$ cat src/rtl/mem_io_responder.sv
// Memory-stage request responder: serves core load/store/print/scan strobes over a
// valid/ready data-memory port or UART byte streams, stalling the core meanwhile.
module mem_io_responder #(
    parameter int unsigned MEM_AW     = 25,
    parameter int unsigned SCAN_BYTES = 1
) (
    input  logic              clk,
    input  logic              reset,
    input  logic              core_en,
    input  logic              LwM,
    input  logic              MemWriteM,
    input  logic              printM,
    input  logic              scanM,
    input  logic [31:0]       MemAddrM,
    input  logic [31:0]       WriteDataM,
    output logic              stall_m,
    output logic              valid_mem,
    output logic [31:0]       ReadDataMEMW,
    output logic              valid_in,
    output logic [31:0]       ReadDataIOW,
    output logic              mem_req_valid,
    input  logic              mem_req_ready,
    output logic              mem_we,
    output logic [MEM_AW-1:0] mem_addr,
    output logic [31:0]       mem_wdata,
    input  logic              mem_resp_valid,
    input  logic [31:0]       mem_resp_data,
    output logic              tx_valid,
    input  logic              tx_ready,
    output logic [7:0]        tx_data,
    input  logic              rx_valid,
    output logic              rx_ready,
    input  logic [7:0]        rx_data
);

    localparam int unsigned CNT_W  = 2;
    localparam int unsigned WORD_W = 32;

    typedef enum logic [2:0] {
        IDLE     = 3'd0,
        MEM_REQ  = 3'd1,
        MEM_WAIT = 3'd2,
        TX       = 3'd3,
        RX       = 3'd4,
        DONE     = 3'd5
    } state_e;

    typedef enum logic [1:0] {
        K_LOAD  = 2'd0,
        K_STORE = 2'd1,
        K_PRINT = 2'd2,
        K_SCAN  = 2'd3
    } kind_e;

    state_e              state_q, state_d;
    kind_e               kind_q, kind_d;
    logic [CNT_W-1:0]    cnt_q, cnt_d;
    logic [WORD_W-1:0]   scan_buf_q, scan_buf_d;
    logic [MEM_AW-1:0]   mem_addr_q, mem_addr_d;
    logic [WORD_W-1:0]   mem_wdata_q, mem_wdata_d;
    logic [7:0]          tx_data_q, tx_data_d;
    logic [WORD_W-1:0]   rd_mem_q, rd_mem_d;
    logic [WORD_W-1:0]   rd_io_q, rd_io_d;
    logic                valid_mem_q, valid_mem_d;
    logic                valid_in_q, valid_in_d;
    logic                mem_req_valid_q, mem_req_valid_d;
    logic                mem_we_q, mem_we_d;
    logic                tx_valid_q, tx_valid_d;
    logic                rx_ready_q, rx_ready_d;

    logic                req;
    logic [WORD_W-1:0]   scan_word;
    logic                unused_addr_bits;

    assign req = core_en & (LwM | MemWriteM | printM | scanM);
    assign unused_addr_bits = ^{MemAddrM[31:MEM_AW+2], MemAddrM[1:0]};

    // Held low during reset so the core never sees a stall from a discarded request
    assign stall_m = reset & (((state_q == IDLE) & req) |
                              (state_q == MEM_REQ) | (state_q == MEM_WAIT) |
                              (state_q == TX) | (state_q == RX));

    // Next-state, datapath captures and registered handshake decodes
    always_comb begin
        state_d     = state_q;
        kind_d      = kind_q;
        cnt_d       = cnt_q;
        scan_buf_d  = scan_buf_q;
        mem_addr_d  = mem_addr_q;
        mem_wdata_d = mem_wdata_q;
        tx_data_d   = tx_data_q;
        rd_mem_d    = rd_mem_q;
        rd_io_d     = rd_io_q;
        scan_word   = scan_buf_q;
        scan_word[{cnt_q, 3'b000} +: 8] = rx_data;

        case (state_q)
            IDLE: begin
                if (req) begin
                    if (scanM)       kind_d = K_SCAN;
                    else if (printM) kind_d = K_PRINT;
                    else if (LwM)    kind_d = K_LOAD;
                    else             kind_d = K_STORE;
                    mem_addr_d  = MemAddrM[MEM_AW+1:2];
                    mem_wdata_d = WriteDataM;
                    tx_data_d   = WriteDataM[7:0];
                    cnt_d       = '0;
                    scan_buf_d  = '0;
                    if (scanM)       state_d = RX;
                    else if (printM) state_d = TX;
                    else             state_d = MEM_REQ;
                end
            end
            MEM_REQ: begin
                if (mem_req_ready) begin
                    state_d = (kind_q == K_STORE) ? DONE : MEM_WAIT;
                end
            end
            MEM_WAIT: begin
                if (mem_resp_valid) begin
                    rd_mem_d = mem_resp_data;
                    state_d  = DONE;
                end
            end
            TX: begin
                if (tx_ready) state_d = DONE;
            end
            RX: begin
                if (rx_valid) begin
                    scan_buf_d = scan_word;
                    cnt_d      = cnt_q + CNT_W'(1);
                    if (cnt_q == CNT_W'(SCAN_BYTES - 1)) begin
                        rd_io_d = scan_word;
                        state_d = DONE;
                    end
                end
            end
            DONE:    state_d = IDLE;
            default: state_d = IDLE;
        endcase

        mem_req_valid_d = (state_d == MEM_REQ);
        mem_we_d        = (state_d == MEM_REQ) && (kind_d == K_STORE);
        tx_valid_d      = (state_d == TX);
        rx_ready_d      = (state_d == RX);
        valid_mem_d     = (state_d == DONE) && (kind_d == K_LOAD);
        valid_in_d      = (state_d == DONE) && (kind_d == K_SCAN);
    end

    always_ff @(posedge clk or negedge reset) begin
        if (!reset) begin
            state_q         <= IDLE;
            kind_q          <= K_LOAD;
            cnt_q           <= '0;
            scan_buf_q      <= '0;
            mem_addr_q      <= '0;
            mem_wdata_q     <= '0;
            tx_data_q       <= '0;
            rd_mem_q        <= '0;
            rd_io_q         <= '0;
            valid_mem_q     <= 1'b0;
            valid_in_q      <= 1'b0;
            mem_req_valid_q <= 1'b0;
            mem_we_q        <= 1'b0;
            tx_valid_q      <= 1'b0;
            rx_ready_q      <= 1'b0;
        end else begin
            state_q         <= state_d;
            kind_q          <= kind_d;
            cnt_q           <= cnt_d;
            scan_buf_q      <= scan_buf_d;
            mem_addr_q      <= mem_addr_d;
            mem_wdata_q     <= mem_wdata_d;
            tx_data_q       <= tx_data_d;
            rd_mem_q        <= rd_mem_d;
            rd_io_q         <= rd_io_d;
            valid_mem_q     <= valid_mem_d;
            valid_in_q      <= valid_in_d;
            mem_req_valid_q <= mem_req_valid_d;
            mem_we_q        <= mem_we_d;
            tx_valid_q      <= tx_valid_d;
            rx_ready_q      <= rx_ready_d;
        end
    end

    assign valid_mem     = valid_mem_q;
    assign ReadDataMEMW  = rd_mem_q;
    assign valid_in      = valid_in_q;
    assign ReadDataIOW   = rd_io_q;
    assign mem_req_valid = mem_req_valid_q;
    assign mem_we        = mem_we_q;
    assign mem_addr      = mem_addr_q;
    assign mem_wdata     = mem_wdata_q;
    assign tx_valid      = tx_valid_q;
    assign tx_data       = tx_data_q;
    assign rx_ready      = rx_ready_q;

endmodule

$ cat config.mk
export PLATFORM = sky130hd
export DESIGN_NAME = mem_io_responder
export DESIGN_NICKNAME = d
export VERILOG_FILES = /design/src/rtl/mem_io_responder.sv
export SDC_FILE = /design/constraint.sdc
export NUM_CORES = 1
export LEC_CHECK = 0
export BUFFER_PORTS_ARGS = -buffer_cell sky130_fd_sc_hd__buf_2
export CAP_MARGIN = 25
export CORE_MARGIN = 5
export CORE_UTILIZATION = 45
export DETAILED_ROUTE_END_ITERATION = 10
export HOLD_SLACK_MARGIN = 0.1
export PLACE_DENSITY = 0.77
export SETUP_SLACK_MARGIN = 0.2
export SLEW_MARGIN = 10
export SYNTH_ARGS = -nofsm -noshare
export SYNTH_HDL_FRONTEND = slang
export SYNTH_SLANG_ARGS = --single-unit
$ cat constraint.sdc
create_clock -name clk -period 1.94 [get_ports clk]
set_input_delay 0.485 -clock clk [delete_from_list [all_inputs] [get_ports clk]]
set_output_delay 0.485 -clock clk [all_outputs]
set_load 0.02 [all_outputs]
# Word level (Yosys, flattened, before mapping)
# Index checks and enable logic that the tools add are counted.
dict set report totals {
  regBits 174
  output_inout_bits 136
  in_bits 115
  word_cells 75
}
dict set report op_classes {
  add_sub_neg 2
  bitwise 10
  shift 2
  eq_ne 13
  reduce_logical 11
  n_mux 22
}
# operator count
set op_table {}
lappend op_table {{$mux 32} 2}
lappend op_table {{$pmux 32 s2} 1}
lappend op_table {{$bwmux 32} 1}
lappend op_table {{$shift 8x7->32 const A} 1}
lappend op_table {{$shiftx 8x7->32} 1}
lappend op_table {{$mux 3} 8}
lappend op_table {{$pmux 3 s5} 1}
lappend op_table {{$mux 2} 7}
lappend op_table {{$eq 3x2->1 const B} 3}
lappend op_table {{$eq 3x3->1 const B} 3}
lappend op_table {{$neg 5->7} 1}
lappend op_table {{$or 1x1->1} 7}
lappend op_table {{$eq 3x1->1 const B} 2}
lappend op_table {{$reduce_and 3->1} 2}
lappend op_table {{$eq 2x1->1 const B} 2}
lappend op_table {{$logic_not 2->1} 2}
lappend op_table {{$ne 2x2->1 const B} 2}
lappend op_table {{$pmux 2 s2} 1}
lappend op_table {{$reduce_and 2->1} 2}
lappend op_table {{$and 1x1->1} 3}
lappend op_table {{$logic_and 1x1->1} 3}
lappend op_table {{$logic_not 3->1} 1}
lappend op_table {{$add 2x1->2 const B} 1}
lappend op_table {{$eq 2x2->1 const B} 1}
lappend op_table {{other kinds (2)} 2}

# Longest topological paths before layout
# Gate-level depths: netlist (run 1).
dict set report depth {
  ltp_word 10
  depth_mapped 7
  mapped_depth_nobuf 6
}

# Worst setup path before layout (run 1)
# Ideal clock, no wire load.
dict set report synth_path {
  path_type {reg2reg}
  from {register cnt_q[0]}
  to {register scan_buf_q[0]}
  path_slack_ns -0.180
  n_path_buf 1
  stages_incl_launch_ff 7
  arrival_ns 2.054
  period_less_slack_ns 2.120
  path_cell_list {dfrtp_1 -> inv_1 -> ha_1 -> nor4b_4 -> and2_1 -> clkbuf_1 -> a22o_1}
}
dict set report synth_via {
  elab_chain_len 5
  elab_cells_between_ends 6
  classes_between {add/sub: 1; shift: 2; mux: 3}
}
# item line_no
set synth_rtl {}
lappend synth_rtl {{start, declared} 57} ;# logic [CNT_W-1:0] cnt_q, cnt_d;
lappend synth_rtl {{start signal, assigned} 170} ;# cnt_q <= cnt_d;
lappend synth_rtl {{$neg 5->7 *} 95} ;# scan_word[{cnt_q, 3'b000} +: 8] = rx_data;
lappend synth_rtl {{$shiftx 8x7->32 / $shift 8x7->32 (equally long branches)} 95}
lappend synth_rtl {{$bwmux 32 *} 95}
lappend synth_rtl {{$mux 32 *} 129} ;# if (rx_valid) begin
lappend synth_rtl {{$pmux 32 s2 *} 97} ;# case (state_q)
lappend synth_rtl {{end signal, assigned} 171} ;# scan_buf_q <= scan_buf_d;
lappend synth_rtl {{end, declared} 58} ;# logic [WORD_W-1:0] scan_buf_q, scan_buf_d;
# Mark *: on every way between the ends. The rest lies on a longest branch, timed or not. The select of a mux whose other input is x is not followed.
# A chain may end at the register's enable or synchronous reset.

# Worst setup path in the final report (run 1)
dict set report layout_path {
  from {register state_q[2]}
  to {output stall_m}
}
dict set report layout_via {
  elab_chain_len 7
  elab_cells_between_ends 11
  classes_between {eq/ne: 4; bitwise: 6; reduce/logical: 1}
}
# item line_no
set layout_rtl {}
lappend layout_rtl {{start, declared} 55} ;# state_e state_q, state_d;
lappend layout_rtl {{start signal, assigned} 168} ;# state_q <= state_d;
lappend layout_rtl {{$logic_not 3->1} 79} ;# assign stall_m = reset & (((state_q == IDLE) & req) |
lappend layout_rtl {{$and 1x1->1} 79}
lappend layout_rtl {{$or 1x1->1} 79}
lappend layout_rtl {{$or 1x1->1 (2 in series)} 80} ;# (state_q == MEM_REQ) | (state_q == MEM_WAIT) |
lappend layout_rtl {{$or 1x1->1 *} 81} ;# (state_q == TX) | (state_q == RX));
lappend layout_rtl {{$and 1x1->1 *} 79}
lappend layout_rtl {{end, declared} 16} ;# output logic stall_m,
# Mark *: on every way between the ends. The rest lies on a longest branch, timed or not.

==> out/summary.txt, run 1 <==
Synth Area in Adders = 0.917%
worst hold-check path type = input pin to asynchronous set/reset pin
crit path max fanout = 4
Max Freq = 534 MHz
total wire length = 17,900 microns
Final nets = 1,003
Synth Flop Type = dfrtp_1
CP endpoint kind = primary output
Die ar. = 0.0177 sq mm
synthesized area = 0.00682 sq mm
highest-delay cell along the critical path = dfrtp_2
Initial Utilization = 45.4%
WHS = 175 ps
Sink Count = 166
Ant. Diodes = 0
CTS buffer count = 17
CTS tree = built
Via Count = 5,470
global-route met2 utilization = 31.2%
crit path DAT = 1390 ps
GR Util met1 = 24.9%
GRT overflow = 0
Final Worst Setup Slack = 68.3 ps
dpl hpwl = 11,800 microns
largest family of logic cells by synthesized area = simple AND/OR/NAND/NOR gates
Die Wd = 133 microns
crit path launch type = register
GR peak layer = met2
1st-iter DRT viols = 215
clock skew = 8.96 ps
# IOs = 251
vias in the first global route = 5,243
FF+latch count, synth = 166
max incr delay on CP = 450 ps
DRC = 0
# port buffers = 243
synth warn = 0
critical path type = register to primary output
Rel. slew slack = 39.8%
Max-Cap Viols = 0
die height = 133 microns
Slew Viols, Final = 0
compound-gate portion of the synthesized area = 10.1%
Core Util, Final = 62.0%
status = complete, no violations
Clock transition at path regs = 60 ps
Post-Synth Simple-Gate Area = 18.9%
standard-cell rows = 45
Power Dens Cells = 1750 mW/mm^2
Bufs on Longest Clock Path = 2
pre-CTS WS = -16.2 ps
largest net degree at the start of global routing = 167
post-synthesis xor/xnor area fraction = 0%
worst path cell trace = nor3_4, a21oi_2, buf_6
asr flop ratio synth = 100%
first-pass GRT wire length = 27,000 microns
vias per std cell = 5.06
WL/cell = 16.6 microns
Final Cell Area = 0.00932 sq mm
Clk Latency, worst-skew pair = 420 ps
RSZ-0062 raised after global routing = true
Final GP Congestion = 0.773
post-synthesis sequential area ratio = 60.9%
Mean Syn Cell Area = 11.0 sq um
antenna violations before repair = 0
mux share of post-synthesis cell area = 5.43%
Final period util = 96.5%
final setup fails = 0
Area Growth Syn to Fin = 36.6%
Root Buffer = clkbuf_16
GR Util met3 = 5.85%
Synth Instances = 620
EDFF count, synth = 0
Post-Syn Nets = 740
Fin. Hold Viols = 0
setup_tns = 0 ps
Post-DRT Antenna Nets = 0
placed instance area = 0.00834 sq mm
minimum clock period = 1870 ps
P_leak = 4.81 nW
H-Tree Depth = 4
Total GRT Usage = 19.1%
Slew @ Worst Pin = 903 ps
maximum VDD drop = 0.000797 V
layout cells sized above 1 = 42.8%
hold bufs inserted after CTS = 0
Crit path required time = 1450 ps
area of the core = 0.0150 sq mm
first-pass iteration count of the detailed router = 5
Synth cell types = 43
[timing repair]
item | CTS | global route
gates cloned | 0 | 5
setup buffers | 10 | 4
gates resized for setup | 12 | 33
pin swaps | 6 | 24
setup endpoints to repair | 40 | 75
[placed cells by master, fill, tap and decap left out, types with 5 or more instances in the layout]
| cell | count |
|---|---|
| buf_12 | 8 |
| nand3_1 | 5 |
| clkbuf_16 | 21 |
| dfrtp_1 | 162 |
| nor2_1 | 45 |
| buf_4 | 22 |
| buf_2 | 241 |
| mux2_2 | 28 |
| o21ai_0 | 5 |
| a22o_1 | 32 |
| buf_6 | 12 |
| nand2b_1 | 26 |
| a31oi_1 | 24 |
| nand2_1 | 181 |
| a221oi_1 | 9 |
[kinds of logic (layout without fill, tap and decap cells)]
family / Yosys count / in the layout
flops: 166 / 166
buf+inv: 49 / 323
fa+ha+maj: 5 / 5
simple gates: 283 / 283
mux: 33 / 33
compound gates: 84 / 84
[synthesized netlist by cell type (2+ instances only)]
| cell type | number | area share (%) |
|---|---|---|
| inv_1 | 5 | 0.28 |
| nand2b_1 | 27 | 2.5 |
| a22o_1 | 32 | 4.1 |
| o21ai_0 | 6 | 0.44 |
| buf_4 | 11 | 1.2 |
| nor2_1 | 45 | 2.5 |
| and2_1 | 2 | 0.18 |
| mux2_2 | 32 | 5.3 |
| nand3_1 | 5 | 0.37 |
| a31oi_1 | 24 | 2.2 |
| dfrtp_1 | 166 | 61 |
| clkbuf_1 | 11 | 0.61 |
| a221oi_1 | 9 | 1.2 |
| nand2_1 | 181 | 10 |
| o31ai_1 | 2 | 0.22 |
| nand3b_1 | 2 | 0.22 |
| buf_2 | 20 | 1.5 |
| ha_1 | 5 | 0.92 |
| nor4_4 | 3 | 0.94 |
| nor2b_1 | 5 | 0.46 |
| a21oi_2 | 4 | 0.51 |
| nor3_1 | 2 | 0.15 |
[registers in the layout, summed over array words and instances, names as in the netlist]
name,flops
ReadDataIOW,32
ReadDataMEMW,32
mem_wdata,32
scan_buf_q,32
mem_addr,25
state_q,3
cnt_q,2
kind_q,2
mem_req_valid,1
mem_we,1
rx_ready,1
tx_valid,1
valid_in,1
valid_mem,1
[power breakdown]
| group | switching, W | internal (W) |
|---|---|---|
| clock | 0.00130 | 0.00191 |
| sequential | 0.000774 | 0.00487 |
| combinational | 0.00449 | 0.00294 |
[area by class of cell]
type / count / area, sq um
fillers: 1187 / 5720
flip-flops and latches: 166 / 4160
multi-input cells: 405 / 2570
repair buffers: 287 / 1770
clock buffers: 21 / 450
well taps: 188 / 235
clock inverters: 9 / 105
inverters: 6 / 27.5
[per-layer routing]
metal  wire length (microns)  up-vias
li1                        -     2616
met1                    7510     2606
met2                    8740      223
met3                    1390       25
met4                     270        0
met5                       0        -
[through the flow]
step	total power, W	std cells
finish	0.0163	1082
global route	0.0173	1082
CTS	0.0160	1073
detailed placement	0.0125	1033
global placement	0.0124	1033
floorplan	0.0101	620
[path summary, 6_finish.rpt]
| kind | end | start | slack (ps) | depth (start not counted) |
|---|---|---|---|---|
| hold reg to reg | mem_wdata[14] | mem_wdata[14] | 470 | 2 |
| min in group clk | mem_wdata[20] | WriteDataM[20] | 250 | 3 |
| setup / recovery | stall_m | state_q[2] | 70 | 3 |
| setup reg to reg | ReadDataMEMW[28] | state_q[0] | 70 | 6 |
| hold / removal | cnt_q[0] | reset | 170 | 2 |
| max in group asynchronous | state_q[0] | reset | 990 | 2 |
[worst max-delay path: cells and delay by family (launching register included)]
family / cells / cell delay, ps
AOI/OAI and AO/OA: 1 / 110
DFF: 1 / 450
and+or+nand+nor: 1 / 250
buffers and inverters: 1 / 160
Power figures use the tool's default switching activity.
==> inputs of run 2 (changes only) <==
- CORE_UTILIZATION: 45 -> 35
- PLACE_DENSITY: 0.77 -> not set
==> run 2 against run 1 <==
Total power is 3.2% higher. Fmax fell by 2.6%. Largest cell class unchanged. Routed wire length is 3.2% higher. Critical path type unchanged. Worst hold slack better by 73 ps. Sequential share of layout area down 1.3 points. Register-to-register slack about the same. Sequential power down 0.9%. First-iteration DRC count up 7.4%.
==> out/summary.txt, run 2 (synthesized netlist as in run 1, its figures left out) <==
status = complete, no violations
layout cells sized above 1 = 43.7% (+0.83 points)
Clk pwr share = 21.7% (+2.0 points)
critical path type = register to primary output
total wire length = 18,500 microns (+3.2%)
critical path's most frequent cell = buf_6
CP delay by family, top = flip-flops
Hold Crit Start = WriteDataM[23]
Sw Pwr = 0.00661 W (+0.77%)
GRT overflow = 0 (unchanged)
sequential share of power = 33.3% (-1.4 points)
metal2 WL = 8570 microns (-1.9%)
CTS tree = built
crit path max fanout = 4 (unchanged)
# port buffers = 243 (unchanged)
max incr delay on CP = 450 ps (about the same)
Comb pwr share = 44.9% (-0.8 points)
Area Growth Syn to Fin = 40.6%
standard-cell rows = 51 (+13%)
CP endpoint kind = primary output
antenna violations before repair = 1 (+1)
maximum VDD drop = 0.000660 V (-17%)
Clock transition at path regs = 60 ps (about the same)
Pint = 0.0102 W (+4.8%)
WP buf/inv = 2 (+1)
worst hold-check path type = input pin to register
Final GP Congestion = 0.737 (-4.6%)
first-pass GRT wire length = 28,600 microns (+6.0%)
Max-Cap Viols = 0 (unchanged)
DRC = 0 (unchanged)
FF-to-FF Start = state_q[1]
die height = 150 microns (+12%)
crit path DAT = 1440 ps (+50 ps)
WP depth = 5 (+2)
hold endpoint = mem_wdata[23]
reg-to-reg endpoint = mem_we
Crit path required time = 1450 ps (about the same)
final std cells w/o fill = 1,174 (+8.5%)
largest net degree at the start of global routing = 66 (-60%)
filler cell count = 1,761 (+48%)
CTS buffer count = 17 (unchanged)
Die ar. = 0.0224 sq mm (+26%)
WL/cell = 15.7 microns (-4.9%)
Final nets = 1,017 (+1.4%)
Multi-input gate area = 0.00253 sq mm (-1.7%)
Final period util = 99.0% (+2.5 points)
Max Freq = 521 MHz (-2.6%)
area of the core = 0.0193 sq mm (+29%)
Slew @ Worst Pin = 445 ps (-458 ps)
Initial Utilization = 35.3% (-10 points)
RSZ-0062 raised after global routing = true
P_leak = 4.91 nW (+2.1%)
reg2reg path depth = 6 (unchanged)
commonest non-fill, non-tap cell in the layout = buf_2
dpl cells = 1,116 (+8.0%)
Power Dens Cells = 1750 mW/mm^2 (+0.29%)
first-pass iteration count of the detailed router = 4 (-1)
pre-CTS WS = -27.6 ps (-11.5 ps)
Clk Latency, worst-skew pair = 420 ps (about the same)
Sw Share = 39.4% (-0.94 points)
Sink Count = 166 (unchanged)
Total GRT Usage = 16.2% (-2.9 points)
vias in the first global route = 5,543 (+5.7%)
minimum clock period = 1920 ps (+49.1 ps)
Bufs on Longest Clock Path = 2 (unchanged)
area taken by flip-flops and latches = 0.00416 sq mm (unchanged)
Slew Viols, Final = 0 (unchanged)
r2r setup slk = 70 ps (about the same)
Via Count = 5,435 (-0.64%)
Fin. Hold Viols = 0 (unchanged)
crit path launch type = register
WL met3 = 1430 microns (+3.0%)
total power = 0.0168 W (+3.2%)
WHS Path Cells = 3
max layer used = met5
Final Worst Setup Slack = 19.3 ps (-49.1 ps)
Post-DRT Antenna Nets = 0 (unchanged)
highest-delay cell along the critical path = dfrtp_2
final setup fails = 0 (unchanged)
Root Buffer = clkbuf_16
vias per std cell = 4.63 (-8.4%)
setup_tns = 0 ps (unchanged)
1st-iter DRT viols = 231 (+7.4%)
worst path cell trace = buf_6, o21ai_2, nand2_1, a21oi_2, buf_6
dpl hpwl = 12,500 microns (+5.9%)
Ant. Diodes = 0 (unchanged)
commonest non-fill, non-tap cells in the layout = buf_2, nand2_1, dfrtp_1, nor2_1
clock skew = 7.54 ps (-1.42 ps)
M1 wire length = 8200 microns (+9.1%)
H-Tree Depth = 4 (unchanged)
Die Wd = 150 microns (+12%)
Rel. slew slack = 70.3% (+31 points)
# IOs = 251 (unchanged)
## run 2: cell count changes in the layout (fill, tap and decap cells not counted), moves of 4 or more
| cell | previous run | this run |
|---|---|---|
| buf_4 | 22 | 30 |
| buf_6 | 12 | 16 |
| mux2_2 | 28 | 32 |
| mux2_4 | 4 | 0 |
## run 2: per-stage QoR
step | utilization, % | cell area [sq um] | hold slack, ps
6_report | 49.6 | 9580 | 248
5_1_grt | 49.6 | 9580 | 226
4_1_cts | 48.0 | 9280 | 228
3_5_place_dp | 43.9 | 8480 | 457
3_3_place_gp | 43.9 | 8480 | 454
2_1_floorplan | - | 6850 | 189
## run 2: what timing repair did
| item | in CTS | in global routing |
|---|---|---|
| setup endpoints to repair | 63 | 83 |
| hold endpoints to repair | 11 | 0 |
| setup buffers | 11 | 9 |
| cloned | 1 | 5 |
| hold buffers | 1 | 0 |
| pin swaps | 5 | 12 |
| gates resized for setup | 13 | 26 |
## run 2: worst max-delay path by stage
stage                    endpoint  startpoint  slack [ps]
floorplan           scan_buf_q[0]    cnt_q[0]         220
global placement         cnt_q[0]       scanM         -30
detailed placement       cnt_q[0]       scanM         -30
CTS                       stall_m  state_q[1]         -20
global route              stall_m  state_q[1]         -80
finish                    stall_m  state_q[1]          20
## run 2: layer usage
| metal | up-vias | GRT usage [%] |
|---|---|---|
| met5 | - | 0 |
| li1 | 2631 | - |
| met1 | 2593 | 21.3 |
| met2 | 186 | 25.5 |
| met4 | 2 | 4.81 |
| met3 | 23 | 5.30 |
## run 2: worst min-delay path, cell delays in order
cell     delay (ps)
buf_2            70
nand2_1          40
nand2_1          40
## run 2: cell type report
type / count / share of cell area (%)
Inverter: 6 / 0.261
Sequential cell: 166 / 43.4
Multi-Input combinational cell: 405 / 26.4
Tap cell: 265 / 3.46
Clock inverter: 12 / 2.11
Timing Repair Buffer: 301 / 19.9
Clock buffer: 19 / 4.52
## run 2: power by group through the flow
| stage | clock (W) | combinational, W | sequential (W) |
|---|---|---|---|
| after detailed placement | 0 | 0.00691 | 0.00564 |
| after global placement | 0 | 0.00681 | 0.00563 |
| final | 0.00365 | 0.00755 | 0.00560 |
| after floorplan | 0 | 0.00292 | 0.00715 |
| after global routing | 0.00390 | 0.00827 | 0.00579 |
| after CTS | 0.00375 | 0.00718 | 0.00561 |
==> inputs of run 3 (changes only) <==
- BUFFER_PORTS_ARGS: -buffer_cell sky130_fd_sc_hd__buf_2 -> -buffer_cell sky130_fd_sc_hd__clkbuf_2
==> run 3 against run 2 <==
Die area unchanged. Routed wire length up 4.5%. Total power down 0.16%. Cell count up 0.34%. Clock power down 12%. Global-route usage up 0.37 points. Largest cell class unchanged.
==> out/summary.txt, run 3 (synthesized netlist as in run 1, its figures left out) <==
WHS = 247 ps (-0.435 ps)
worst hold-check path type = input pin to register
vias per std cell = 4.66 (+0.63%)
RSZ-0062 raised after global routing = true
Post-DRT Antenna Nets = 0 (unchanged)
Multi-input gate area = 0.00266 sq mm (+5.1%)
Max-Cap Viols = 0 (unchanged)
Area Growth Syn to Fin = 43.0%
# IOs = 251 (unchanged)
Via Count = 5,488 (+0.98%)
Rel. slew slack = 69.5% (-0.87 points)
vias in the first global route = 5,476 (-1.2%)
critical path type = register to primary output
Crit path required time = 1450 ps (about the same)
Clock transition at path regs = 70 ps (about the same)
Clk Latency, worst-skew pair = 420 ps (about the same)
Sink Count = 166 (unchanged)
r2r setup slk = 80 ps (about the same)
total power = 0.0168 W (-0.16%)
CTS buffer count = 17 (unchanged)
commonest non-fill, non-tap cell in the layout = clkbuf_2
Total GRT Usage = 16.5% (+0.37 points)
Die Wd = 150 microns (unchanged)
status = complete, no violations
P_leak = 5.00 nW (+1.7%)
Slew @ Worst Pin = 458 ps (+13.0 ps)
1st-iter DRT viols = 256 (+11%)
largest net degree at the start of global routing = 74 (+12%)
final setup fails = 0 (unchanged)
Slew Viols, Final = 0 (unchanged)
antenna violations before repair = 0 (-1)
clock skew = 10.0 ps (+2.49 ps)
H-Tree Depth = 4 (unchanged)
minimum clock period = 1900 ps (-16.7 ps)
Bufs on Longest Clock Path = 2 (unchanged)
total wire length = 19,300 microns (+4.5%)
Fin. Hold Viols = 0 (unchanged)
die height = 150 microns (unchanged)
Ant. Diodes = 0 (unchanged)
commonest non-fill, non-tap cells in the layout = clkbuf_2, nand2_1, dfrtp_1, nor2_1
first-pass iteration count of the detailed router = 4 (unchanged)
DRC = 0 (unchanged)
area of the core = 0.0193 sq mm (unchanged)
layout cells sized above 1 = 44.5% (+0.79 points)
dpl hpwl = 12,500 microns (+0.23%)
standard-cell rows = 51 (unchanged)
maximum VDD drop = 0.000747 V (+13%)
first-pass GRT wire length = 29,000 microns (+1.4%)
Core Util, Final = 50.4% (+0.87 points)
Max Freq = 525 MHz (+0.88%)
CTS tree = built
Root Buffer = clkbuf_16
GRT overflow = 0 (unchanged)
Initial Utilization = 35.3% (unchanged)
filler cell count = 1,741 (-1.1%)
WL/cell = 16.4 microns (+4.1%)
Final nets = 1,021 (+0.39%)
area taken by flip-flops and latches = 0.00416 sq mm (unchanged)
crit path launch type = register
Die ar. = 0.0224 sq mm (unchanged)
crit path max fanout = 4 (unchanged)
Final GP Congestion = 0.780 (+5.8%)
Power Dens Cells = 1720 mW/mm^2 (-1.9%)
CP endpoint kind = primary output
Final period util = 98.1% (-0.86 points)
# port buffers = 243 (unchanged)
crit path DAT = 1420 ps (-20 ps)
-- run 3: changes by cell type in the layout (fill, tap and decap cells not counted), sizes merged --
| cell | change |
|---|---|
| buf | -239 |
| clkinvlp | +2 |
| clkbuf | +241 |
| bufbuf | +1 |
| bufinv | -4 |
| inv | +3 |
-- run 3: final timing paths --
| check | startpoint | to | cells past startpoint |
|---|---|---|---|
| min reg2reg | mem_addr[13] | mem_addr[13] | 2 |
| min | MemAddrM[7] | mem_addr[5] | 3 |
| max | state_q[0] | stall_m | 4 |
| max in group asynchronous | reset | mem_wdata[24] | 4 |
| max reg2reg | state_q[0] | ReadDataMEMW[20] | 8 |
| min in group asynchronous | reset | scan_buf_q[30] | 3 |
-- run 3: stage by stage --
| step | cells | setup WS [ps] | setup TNS (ps) | instance area, sq um |
|---|---|---|---|---|
| 2_1_floorplan | 620 | 216 | 0 | 6850 |
| 3_3_place_gp | 1113 | -32.6 | -32.6 | 8450 |
| 3_5_place_dp | 1113 | -69.7 | -177 | 8450 |
| 4_1_cts | 1168 | 22.2 | 0 | 9390 |
| 5_1_grt | 1178 | -32.6 | -32.6 | 9750 |
| 6_report | 1178 | 36.0 | 0 | 9750 |
-- run 3: critical path, cell delays in order (launching register included) --
cell and delay (ps):
dfrtp_2 450, nor3_4 220, buf_6 120, a21oi_2 40, clkbuf_8 170
-- run 3: power breakdown --
group          switching [W]  internal, W  total (W)  leakage (nW)
clock                0.00143      0.00178    0.00321         0.256
combinational        0.00456      0.00330    0.00786          2.64
sequential          0.000844      0.00487    0.00572          2.10
total                0.00683      0.00995     0.0168          5.00
-- run 3: cell type report --
cell class,instances,area share [%]
well taps,265,3.40
flip-flops and latches,166,42.6
repair buffers,305,20.8
multi-input cells,405,27.2
inverters,6,0.257
clock buffers,18,4.40
clock inverters,13,1.28
-- run 3: what timing repair did --
item / 4_1_cts / 5_1_grt
setup buffers: 19 / 7
gates resized for setup: 32 / 55
hold buffers: 1 / 0
gates cloned: 4 / 3
pin swaps: 5 / 7
setup endpoints to repair: 82 / 83
endpoints found under the hold margin: 57 / 0
-- run 3: metal layers --
metal / up-vias / track usage [%] / wire, microns
met5: - / 0 / 0
met4: 0 / 4.85 / 342
met3: 22 / 5.91 / 1530
met2: 193 / 26.2 / 9000
met1: 2629 / 21.4 / 8440
li1: 2644 / - / -
